$ cat src/rtl/rot_cmd_feeder.sv
// rot_cmd_feeder: buffers rotate commands in a small FIFO, issues them one at
// a time to an external 32-bit right barrel rotator, captures the rotator's
// output one cycle later and presents it on a valid/ready result port.
// Left rotates are turned into the equivalent right-rotate amount at pop time.
module rot_cmd_feeder #(
    parameter int DEPTH = 4,
    parameter int TAG_W = 4
) (
    input  logic                       clk_i,
    input  logic                       rst_i,
    input  logic                       cmd_valid_i,
    output logic                       cmd_ready_o,
    input  logic [31:0]                cmd_data_i,
    input  logic [4:0]                 cmd_amt_i,
    input  logic                       cmd_left_i,
    input  logic [TAG_W-1:0]           cmd_tag_i,
    output logic [31:0]                rot_a_o,
    output logic [4:0]                 rot_amt_o,
    input  logic [31:0]                rot_y_i,
    output logic                       res_valid_o,
    input  logic                       res_ready_i,
    output logic [31:0]                res_data_o,
    output logic [TAG_W-1:0]           res_tag_o,
    output logic                       busy_o,
    output logic [$clog2(DEPTH):0]     level_o
);
    localparam int PTR_W = $clog2(DEPTH);
    localparam int LVL_W = PTR_W + 1;

    typedef enum logic [1:0] {
        IDLE  = 2'd0,
        ISSUE = 2'd1,
        RESP  = 2'd2
    } state_t;

    // Command storage (raw amount and direction; mapping happens at pop)
    logic [31:0]      data_mem_q [DEPTH];
    logic [4:0]       amt_mem_q  [DEPTH];
    logic             left_mem_q [DEPTH];
    logic [TAG_W-1:0] tag_mem_q  [DEPTH];

    logic [PTR_W-1:0] wr_ptr_q, wr_ptr_d;
    logic [PTR_W-1:0] rd_ptr_q, rd_ptr_d;
    logic [LVL_W-1:0] level_q, level_d;

    state_t           state_q, state_d;
    logic [31:0]      rot_a_q, rot_a_d;
    logic [4:0]       rot_amt_q, rot_amt_d;
    logic [TAG_W-1:0] tag_q, tag_d;
    logic [31:0]      res_data_q, res_data_d;
    logic [TAG_W-1:0] res_tag_q, res_tag_d;
    logic             res_valid_q, res_valid_d;

    logic             push_s;
    logic             pop_s;
    logic [4:0]       head_amt_s;
    logic             head_left_s;
    logic [5:0]       left_amt_s;
    logic [4:0]       mapped_amt_s;

    assign cmd_ready_o  = (level_q != LVL_W'(DEPTH));
    assign push_s       = cmd_valid_i && cmd_ready_o;

    // A left rotate by n equals a right rotate by (32 - n) mod 32; n = 0 stays 0.
    assign head_amt_s   = amt_mem_q[rd_ptr_q];
    assign head_left_s  = left_mem_q[rd_ptr_q];
    assign left_amt_s   = 6'd32 - {1'b0, head_amt_s};
    assign mapped_amt_s = head_left_s ? left_amt_s[4:0] : head_amt_s;

    // FIFO storage write; entries need no reset since level gates every read
    always_ff @(posedge clk_i) begin
        if (push_s) begin
            data_mem_q[wr_ptr_q] <= cmd_data_i;
            amt_mem_q[wr_ptr_q]  <= cmd_amt_i;
            left_mem_q[wr_ptr_q] <= cmd_left_i;
            tag_mem_q[wr_ptr_q]  <= cmd_tag_i;
        end
    end

    // FIFO pointer and occupancy next-state; pointers wrap naturally (DEPTH is 2^n)
    always_comb begin
        wr_ptr_d = wr_ptr_q;
        rd_ptr_d = rd_ptr_q;
        level_d  = level_q;
        if (push_s) begin
            wr_ptr_d = wr_ptr_q + PTR_W'(1);
        end else begin
            wr_ptr_d = wr_ptr_q;
        end
        if (pop_s) begin
            rd_ptr_d = rd_ptr_q + PTR_W'(1);
        end else begin
            rd_ptr_d = rd_ptr_q;
        end
        case ({push_s, pop_s})
            2'b10:   level_d = level_q + LVL_W'(1);
            2'b01:   level_d = level_q - LVL_W'(1);
            default: level_d = level_q;
        endcase
    end

    // Issue FSM next-state: pop in IDLE, capture rotator output in ISSUE, hold in RESP
    always_comb begin
        state_d     = state_q;
        rot_a_d     = rot_a_q;
        rot_amt_d   = rot_amt_q;
        tag_d       = tag_q;
        res_data_d  = res_data_q;
        res_tag_d   = res_tag_q;
        res_valid_d = res_valid_q;
        pop_s       = 1'b0;
        case (state_q)
            IDLE: begin
                if (level_q != {LVL_W{1'b0}}) begin
                    pop_s     = 1'b1;
                    rot_a_d   = data_mem_q[rd_ptr_q];
                    rot_amt_d = mapped_amt_s;
                    tag_d     = tag_mem_q[rd_ptr_q];
                    state_d   = ISSUE;
                end else begin
                    state_d   = IDLE;
                end
            end
            ISSUE: begin
                // Rotator latched our operands at the mid-cycle negedge
                res_data_d  = rot_y_i;
                res_tag_d   = tag_q;
                res_valid_d = 1'b1;
                state_d     = RESP;
            end
            RESP: begin
                if (res_ready_i) begin
                    res_valid_d = 1'b0;
                    state_d     = IDLE;
                end else begin
                    state_d     = RESP;
                end
            end
            default: begin
                res_valid_d = 1'b0;
                state_d     = IDLE;
            end
        endcase
    end

    // State, pointer and output registers with synchronous reset
    always_ff @(posedge clk_i) begin
        if (rst_i) begin
            wr_ptr_q    <= {PTR_W{1'b0}};
            rd_ptr_q    <= {PTR_W{1'b0}};
            level_q     <= {LVL_W{1'b0}};
            state_q     <= IDLE;
            rot_a_q     <= 32'd0;
            rot_amt_q   <= 5'd0;
            tag_q       <= {TAG_W{1'b0}};
            res_data_q  <= 32'd0;
            res_tag_q   <= {TAG_W{1'b0}};
            res_valid_q <= 1'b0;
        end else begin
            wr_ptr_q    <= wr_ptr_d;
            rd_ptr_q    <= rd_ptr_d;
            level_q     <= level_d;
            state_q     <= state_d;
            rot_a_q     <= rot_a_d;
            rot_amt_q   <= rot_amt_d;
            tag_q       <= tag_d;
            res_data_q  <= res_data_d;
            res_tag_q   <= res_tag_d;
            res_valid_q <= res_valid_d;
        end
    end

    assign rot_a_o     = rot_a_q;
    assign rot_amt_o   = rot_amt_q;
    assign res_valid_o = res_valid_q;
    assign res_data_o  = res_data_q;
    assign res_tag_o   = res_tag_q;
    assign level_o     = level_q;
    assign busy_o      = (state_q != IDLE) || (level_q != {LVL_W{1'b0}});

endmodule

$ cat config.mk
export PLATFORM = sky130hd
export DESIGN_NAME = rot_cmd_feeder
export DESIGN_NICKNAME = d
export VERILOG_FILES = /design/src/rtl/rot_cmd_feeder.sv
export SDC_FILE = /design/constraint.sdc
export NUM_CORES = 1
export LEC_CHECK = 0
export CORE_UTILIZATION = 48
export DETAILED_ROUTE_END_ITERATION = 8
export PLACE_DENSITY = 0.87
export SYNTH_ARGS = -nofsm -noshare
export SYNTH_HDL_FRONTEND = slang
export SYNTH_SLANG_ARGS = --single-unit
$ cat constraint.sdc
create_clock -name clk_i -period 2.2 [get_ports clk_i]
set_clock_uncertainty 0.15 [all_clocks]
set_input_delay 0.44 -clock clk_i [delete_from_list [all_inputs] [get_ports clk_i]]
set_output_delay 0.44 -clock clk_i [all_outputs]
set_load 0.02 [all_outputs]
# [Word-level counts from Yosys, hierarchy flattened]
# Memory sizes are Yosys's and may differ from the RTL's. A register that Yosys moved wholly into a read port is not among the register bits.
# Cells that the tools add are included.
# W data, S select, Z words.
[totals] ramBits=168 reg_bits=51 output_inout_bits=79 word_cells=47 mem_count=4
[memory_table] memory="data_mem_q" depth=4 width=32 read_ports=1 rd_ports_with_merged_regs=1 write_ports=1 line_no="37" source="logic [31:0] data_mem_q [DEPTH];"
[memory_table] memory="amt_mem_q" depth=4 width=5 read_ports=1 rd_ports_with_merged_regs=1 write_ports=1 line_no="38" source="logic [4:0] amt_mem_q [DEPTH];"
[memory_table] memory="tag_mem_q" depth=4 width=4 read_ports=1 rd_ports_with_merged_regs=1 write_ports=1 line_no="40" source="logic [TAG_W-1:0] tag_mem_q [DEPTH];"
[memory_table] memory="left_mem_q" depth=4 width=1 read_ports=1 rd_ports_with_merged_regs=1 write_ports=1 line_no="39" source="logic left_mem_q [DEPTH];"
[classes] n_bitwise=1 reduce_logical=8 eq_ne=6 n_addsub=5 muxes=15
[op_table] cell="$mux W2" count=5
[op_table] cell="$mux W1" count=6
[op_table] cell="$pmux W2 S3" count=1
[op_table] cell="$pmux W3 S2" count=1
[op_table] cell="$mux W5" count=1
[op_table] cell="$sub A1 B5 Y5 const A" count=1
[op_table] cell="$add A2 B1 Y2 const B" count=2
[op_table] cell="$eq A2 B1 Y1 const B" count=2
[op_table] cell="$eq A2 B2 Y1 const B" count=2
[op_table] cell="$reduce_and A2 Y1" count=2
[op_table] cell="$reduce_bool A2 Y1" count=2
[op_table] cell="$add A3 B1 Y3 const B" count=1
[op_table] cell="$ne A3 B3 Y1 const B" count=1
[op_table] cell="$pmux W1 S3" count=1
[op_table] cell="$reduce_bool A3 Y1" count=1
[op_table] cell="$sub A3 B1 Y3 const B" count=1
[op_table] cell="$logic_not A2 Y1" count=1
[op_table] cell="$ne A2 B2 Y1 const B" count=1
[op_table] cell="$logic_and A1 B1 Y1" count=1
[op_table] cell="$logic_or A1 B1 Y1" count=1
[op_table] cell="$not A1 Y1" count=1

# [Depth between registers and ports, before layout]
# Gate-level depths: netlist of run 1.
[depth] depth_word=5 mapped_depth=10

# [Least setup slack after synthesis of run 1]
# OpenSTA, ideal clock, no wires.
[synth_path] path_type="register to register" start="reg level_q[2], in the netlist level_o[2]" end="reg level_q[2], in the netlist level_o[2]" n_path_buf=0 slack_ns=-0.462 t_required_ns=1.980 setup_time_ns=0.070 t_arrival_ns=2.441 synth_period_minus_slack_ns=2.662 stages_incl_launch_ff=10 cell_sequence="dfxtp_1 > or3b_1 > and2_1 > inv_1 > ha_1 > inv_1 > fa_1 > xor2_1 > or3_1 > a21oi_1"
[synth_between] elab_cells_between_ends=11 cone_classes="add/sub (2); eq/ne (3); mux (3); reduce/logical (3)"
[synth_rtl] item="from (decl)" line_no="44" source="logic [LVL_W-1:0] level_q, level_d;"
[synth_rtl] item="from (signal assigned)" line_no="151" source="level_q <= {LVL_W{1'b0}};"
[synth_rtl] item="from (signal assigned)" line_no="162" source="level_q <= level_d;"
[synth_rtl] item="$ne A3 B3 Y1 *" line_no="61" source="assign cmd_ready_o = (level_q != LVL_W'(DEPTH));"
[synth_rtl] item="named net cmd_ready_o" line_no="12" source="output logic cmd_ready_o,"
[synth_rtl] item="$logic_and A1 B1 Y1 *" line_no="62" source="assign push_s = cmd_valid_i && cmd_ready_o;"
[synth_rtl] item="$eq A2 B1 Y1 / $eq A2 B2 Y1 (equally long branches)" line_no="95" source="case ({push_s, pop_s})"
[synth_rtl] item="$pmux W3 S2 / $reduce_bool A2 Y1 (equally long branches)"
# The timed path passes the listed nets; every way through them passes the cells marked *.
# A chain may end at the register's enable or synchronous reset.

# [Worst setup path in the final report of run 1]
[layout_path] start="reg level_q[2], in the netlist level_o[2]" end="reg level_q[2], in the netlist level_o[2]"
[layout_between] elab_chain_cells=5 elab_cells_between_ends=11 cone_classes="add/sub (2); eq/ne (3); mux (3); reduce/logical (3)"
[layout_lines] item="$reduce_bool A3 Y1" line_no="114" source="if (level_q != {LVL_W{1'b0}}) begin"
[layout_lines] item="$mux W1" line_no="114"
[layout_lines] item="$mux W1" line_no="112" source="case (state_q)"
[layout_lines] item="$eq A2 B1 Y1 / $eq A2 B2 Y1 (equally long branches)" line_no="95"
[layout_lines] item="$pmux W3 S2 / $reduce_bool A2 Y1 (equally long branches)"
# Parallel ways exist; a longest one is shown, timed or not.

==> flow_summary.toml, run 1 <==
[timing]
tightest_slew_ns = 0.5531
finalCriticalPeriod_ns = 2.236
finalSetupViolCount = 1
fin_setup_tns_ns = -0.03573
rsz0062_at_grt = "true"
final_max_slew_viol_count = 0
final_hold_viol_count = 0
max_freq_mhz = 447.3
fin_crit_sh = 1.016
fin_ws_ns = -0.03573
relSlewSlack = 0.6313

[floorplanning]
initial_core_util = 0.4944
core_um2 = 18830
ios = 157
die-area_um2 = 19960
rows = 50
die_w_um = 141.3
die_y_um = 141.3

[worst_setup_path]
worst_path_max_delay_cell = "or3b_4"
critPathMaxStageDelay_ns = 0.38
worst_path_dominant_cell_family = "simple AND/OR/NAND/NOR gates"
crit_type = "reg -> reg"
worstPathMaxFanout = 2
cp_cell_sequence = "or3b_4 > and2_4 > inv_4 > ha_4 > inv_2 > fa_2 > xor2_1 > or3_1 > a21oi_2"
worstPathRequired_ns = 2.49
crit_buf_inv = 2
crit_arrival_ns = 2.52
critical_path.startpoint_type = "register"
cp-end-kind = "register"

[detailed_routing]
routedWlPerCell_um = 17.76
vias_per_cell = 5.167
drt_iter0_drc = 285
antenna_left = 0
vias = 5585
drt_first_pass_iters = 4
wl_mm = 19.20
drc = 0

[final_layout]
multiInputGateArea_um2 = 2321
nFillCells = 1314
final_layout_size_suffix_gt1_frac = 0.1571
area_growth_pct = 30.71
nets = 887
num_antenna_cells = 0
fin_cells = 1081
seq_area_um2 = 6837
layout_common_cells = "168 x edfxtp_1, 151 x clkdlybuf4s50_1, 150 x nand2_1, 83 x dfxtp_1, 76 x a21oi_1"
final_common_cell = "edfxtp_1"

[grt]
grt_start_max_net_pins = 47
grt_pass1_wl_mm = 29.58
grtUsageTotal = 0.1943
grt_pass1_vias = 5631
grt_overflow = 0
antenna_found_initial = 0

[logic_synthesis]
yosysUniqueCellTypes = 29
synth-seq-cells = 257
yosys_warnings = 0
synthesis.area_um2 = 9310
synth_nets = 711
syn_inst = 626
syn_area_per_cell_um2 = 14.87
yosysSeqAreaShare = 0.7332

[clock_tree]
cts_buffers = 26
root_buffer = "clkbuf_16"
clk_latency_ns = 0.52
clock_sinks = 257
cts.path.max_buffers = 3
clk_pin_slew_ns = 0.06
cts_tree = "built"
cts_max_level = 1

[placed_design]
place_inst = 1034
port_buffers = 156
place_ws_ns = -0.2275
routabilityCongestion = 0.7365
dp_hpwl_mm = 11.93

[power_and_ir_drop]
worst_ir_drop_vdd_mv = 0.8366
powerDensity_nw_per_um2 = 1263
power_leakage_nw = 4.099
fin_total_pwr_mw = 15.37

[run_status]
outcome = "finished, violations left"
violations = "setup timing"

[min_path]
min_path_type = "in -> reg"

[flow_run]
maxCapViolCount = 0
[sequential cells by signal (all words and copies together), names as in the netlist, named ones only]
name,flops
level_o,3
res_tag_o,4
data_mem_q,128
state_q,2
amt_mem_q,20
rot_amt_o,5
tag_mem_q,16
res_valid_o,1
rot_a_o,32
wr_ptr_q,2
tag_q,4
res_data_o,32
rd_ptr_q,2
left_mem_q,4
[worst reg2reg max path: stages, from the launching register on]
cell and delay (ns):
dfxtp_4 0.34, or3b_4 0.38, and2_4 0.16, inv_4 0.06
ha_4 0.13, inv_2 0.03, fa_2 0.32, xor2_1 0.15
or3_1 0.32, a21oi_2 0.12
[area by class of cell]
type / instances / share of cell area
clock buffers: 34 / 0.05675
clock inverters: 13 / 0.01018
inverters: 10 / 0.003290
multi-input cells: 323 / 0.1907
flip-flops and latches: 257 / 0.5618
well taps: 260 / 0.02673
repair buffers: 184 / 0.1505
[routing by layer]
metal	routed length, um	vias up	GRT usage
met2	9912	192	0.3554
li1	-	2625	-
met1	7715	2740	0.2327
met4	316	0	0.05149
met3	1259	28	0.04050
met5	0	-	0
[what timing repair did]
action	CTS	global route
setup buffers	0	0
setup endpoints to repair	5	4
gates cloned	0	0
resized for setup	10	2
hold buffers	0	0
[report_power, final]
part,leakage [nW],switching (mW),total (mW),internal [mW]
combinational,1.43,2.70,4.82,2.12
sequential,2.27,0.362,6.38,6.02
clock,0.397,1.72,4.16,2.44
total,4.10,4.79,15.4,10.6
[through the flow]
step	util	area, um2	hold slack, ns
after floorplan	-	9344	0.2821
after global placement	0.6034	11360	0.2873
after detailed placement	0.6034	11360	0.2959
after CTS	0.6464	12170	0.1628
after global routing	0.6462	12170	0.1928
final	0.6462	12170	0.1859
[logic make-up (layout without fill, tap and decap cells)]
family,Yosys count,count (layout),share of synthesized area
simple gates,181,181,0.07660
compound gates,84,84,0.04784
flops,257,257,0.7332
fa+ha+maj,7,7,0.01021
xor+xnor,8,8,0.007526
mux,43,43,0.1035
buf+inv,46,241,0.02110
[path summary, 6_finish.rpt]
kind,start,to,slack (ns),cells past startpoint
setup reg to reg,level_o[2]$_SDFFE_PP0P_,level_o[2]$_SDFFE_PP0P_,-0.04,9
hold / removal,rst_i,state_q[1]$_SDFF_PP0_,0.19,2
hold reg to reg,res_data_o[17]$_SDFFE_PP0P_,res_data_o[17]$_SDFFE_PP0P_,0.30,2
setup / recovery,level_o[2]$_SDFFE_PP0P_,level_o[2]$_SDFFE_PP0P_,-0.04,9
[cells in the mapped netlist]
cell type | count | area share
a211oi_1 | 4 | 0.0032
a21oi_1 | 77 | 0.041
and2_1 | 1 | 0.00067
and3_1 | 4 | 0.0027
buf_1 | 2 | 0.00081
buf_2 | 7 | 0.0038
buf_4 | 2 | 0.0016
buf_6 | 1 | 0.0012
clkbuf_1 | 24 | 0.0097
dfxtp_1 | 89 | 0.19
edfxtp_1 | 168 | 0.54
fa_1 | 1 | 0.0022
ha_1 | 6 | 0.0081
inv_1 | 10 | 0.0040
mux2i_1 | 1 | 0.0011
mux4_1 | 2 | 0.0056
mux4_2 | 40 | 0.097
nand2_1 | 151 | 0.061
nand2b_1 | 1 | 0.00067
nand3_1 | 1 | 0.00054
nor2_1 | 16 | 0.0065
nor2b_1 | 2 | 0.0013
nor3_1 | 2 | 0.0011
o21ai_0 | 1 | 0.00054
o31ai_2 | 2 | 0.0027
or3_1 | 2 | 0.0013
or3b_1 | 1 | 0.00094
xnor2_1 | 2 | 0.0019
xor2_1 | 6 | 0.0056
Power figures use the tool's default switching activity.
==> run 2, diff against run 1 <==
--- a/config.mk
+++ b/config.mk
@@ -5,9 +5,10 @@
 export SDC_FILE = /design/constraint.sdc
 export NUM_CORES = 1
 export LEC_CHECK = 0
-export CORE_UTILIZATION = 48
+export CORE_UTILIZATION = 44
 export DETAILED_ROUTE_END_ITERATION = 8
-export PLACE_DENSITY = 0.87
+export GPL_TIMING_DRIVEN = 0
+export PLACE_DENSITY = 0.79
 export SYNTH_ARGS = -nofsm -noshare
 export SYNTH_HDL_FRONTEND = slang
 export SYNTH_SLANG_ARGS = --single-unit
==> constraint.sdc (replaced) <==
create_clock -name clk_i -period 2.5 [get_ports clk_i]
set_clock_uncertainty 0.15 [all_clocks]
set_input_delay 0.5 -clock clk_i [delete_from_list [all_inputs] [get_ports clk_i]]
set_output_delay 0.5 -clock clk_i [all_outputs]
set_load 0.02 [all_outputs]
==> flow_summary.toml, run 2 (synthesis gave the netlist of run 1 again) <==
[timing]
relSlewSlack = 0.5331
finalSetupViolCount = 0
fin_ws_ns = 0.07639
tightest_slew_ns = 0.7003
finalCriticalPeriod_ns = 2.424
final_hold_viol_count = 0
final_max_slew_viol_count = 0
fin_setup_tns_ns = 0
fin_crit_sh = 0.9694
max_freq_mhz = 412.6

[worst_setup_path]
worstPathRequired_ns = 2.80
crit_arrival_ns = 2.72
cp-end-kind = "register"
worstPathMaxFanout = 6
critical_path.startpoint_type = "register"
crit_type = "reg -> reg"

[placed_design]
routabilityCongestion = 0.8115
dp_hpwl_mm = 13.19
place_ws_ns = -0.2712
port_buffers = 155
place_inst = 1055

[grt]
antenna_found_initial = 0
grt_pass1_wl_mm = 30.49
grt_pass1_vias = 5818
grt_overflow = 0
grtUsageTotal = 0.1830
grt_start_max_net_pins = 28

[clock_tree]
cts_hold_buf = 0
clk_latency_ns = 0.52
root_buffer = "clkbuf_16"
cts_buffers = 26
cts_max_level = 1
clk_pin_slew_ns = 0.06
cts.path.max_buffers = 3
cts_tree = "built"
clock_sinks = 257

[flow_run]
maxCapViolCount = 0

[run_status]
outcome = "finished clean"

[floorplanning]
die-area_um2 = 21750
core_um2 = 20490
initial_core_util = 0.4543
rows = 52
die_w_um = 147.5
die_y_um = 147.5
ios = 157

[detailed_routing]
drt_first_pass_iters = 6
vias_per_cell = 5.118
drt_iter0_drc = 264
drc = 0
routedWlPerCell_um = 17.83
wl_mm = 19.72
vias = 5660
antenna_left = 0

[final_layout]
layout_common_cells = "168 x edfxtp_1, 154 x clkdlybuf4s50_1, 151 x nand2_1, 86 x dfxtp_1, 76 x a21oi_1"
num_antenna_cells = 0
nets = 901
final_layout_size_suffix_gt1_frac = 0.1328
utilization = 0.5940
nFillCells = 1647
fin_cells = 1106
final_common_cell = "edfxtp_1"
area_growth_pct = 30.75
largest-register = "data_mem_q"
largest_reg_flops = 128

[power_and_ir_drop]
power_leakage_nw = 4.056
fin_total_pwr_mw = 13.68
worst_ir_drop_vdd_mv = 0.6396
powerDensity_nw_per_um2 = 1124

[min_path]
min_path_type = "reg -> reg"
run 2: final timing paths:
| kind | start | endpoint | slack [ns] | cells after the start |
|---|---|---|---|---|
| setup / recovery | level_o[2]$_SDFFE_PP0P_ | level_o[2]$_SDFFE_PP0P_ | 0.08 | 9 |
| hold / removal | res_data_o[16]$_SDFFE_PP0P_ | res_data_o[16]$_SDFFE_PP0P_ | 0.30 | 2 |
| setup reg to reg | level_o[2]$_SDFFE_PP0P_ | level_o[2]$_SDFFE_PP0P_ | 0.08 | 9 |
| hold reg to reg | res_data_o[16]$_SDFFE_PP0P_ | res_data_o[16]$_SDFFE_PP0P_ | 0.30 | 2 |
run 2: power breakdown:
part,internal [mW],switching [mW]
Combinational,1.87,2.40
Clock,2.22,1.55
Sequential,5.29,0.342
Total,9.39,4.29
run 2: layout make-up:
type | count | area, um2 | area share
inverters | 10 | 41.29 | 0.003392
well taps | 270 | 337.8 | 0.02775
repair buffers | 163 | 1660 | 0.1364
clock inverters | 18 | 173.9 | 0.01429
flip-flops and latches | 257 | 6833 | 0.5613
clock buffers | 30 | 665.6 | 0.05468
plain buffers | 35 | 155.1 | 0.01275
multi-input cells | 323 | 2306 | 0.1894
run 2: stage by stage:
stage | area [um2] | hold slack, ns
6_report | 12170 | 0.3027
3_3_place_gp | 11210 | 0.2918
4_1_cts | 12130 | 0.3042
3_5_place_dp | 11290 | 0.2961
5_1_grt | 12170 | 0.3193
2_1_floorplan | 9316 | 0.2821
run 2: per-layer routing:
layer	vias up	GRT usage	part of all wire
met4	0	0.04897	0.020
met2	190	0.3290	0.50
li1	2655	-	-
met3	32	0.04074	0.071
met5	-	0	0
met1	2783	0.2212	0.41
run 2: what timing repair did:
action | in CTS | in global routing
setup endpoints to repair | 3 | 2
setup buffers | 0 | 4
gates resized for setup | 3 | 5
run 2: worst max-delay path, cell delays in order (launching register included):
cell and delay (ns):
dfxtp_4 0.37, or3b_4 0.42, and2_4 0.19, inv_2 0.06, ha_2 0.18, inv_1 0.05
fa_2 0.33, xor2_1 0.15, or3_1 0.32, a21oi_2 0.14
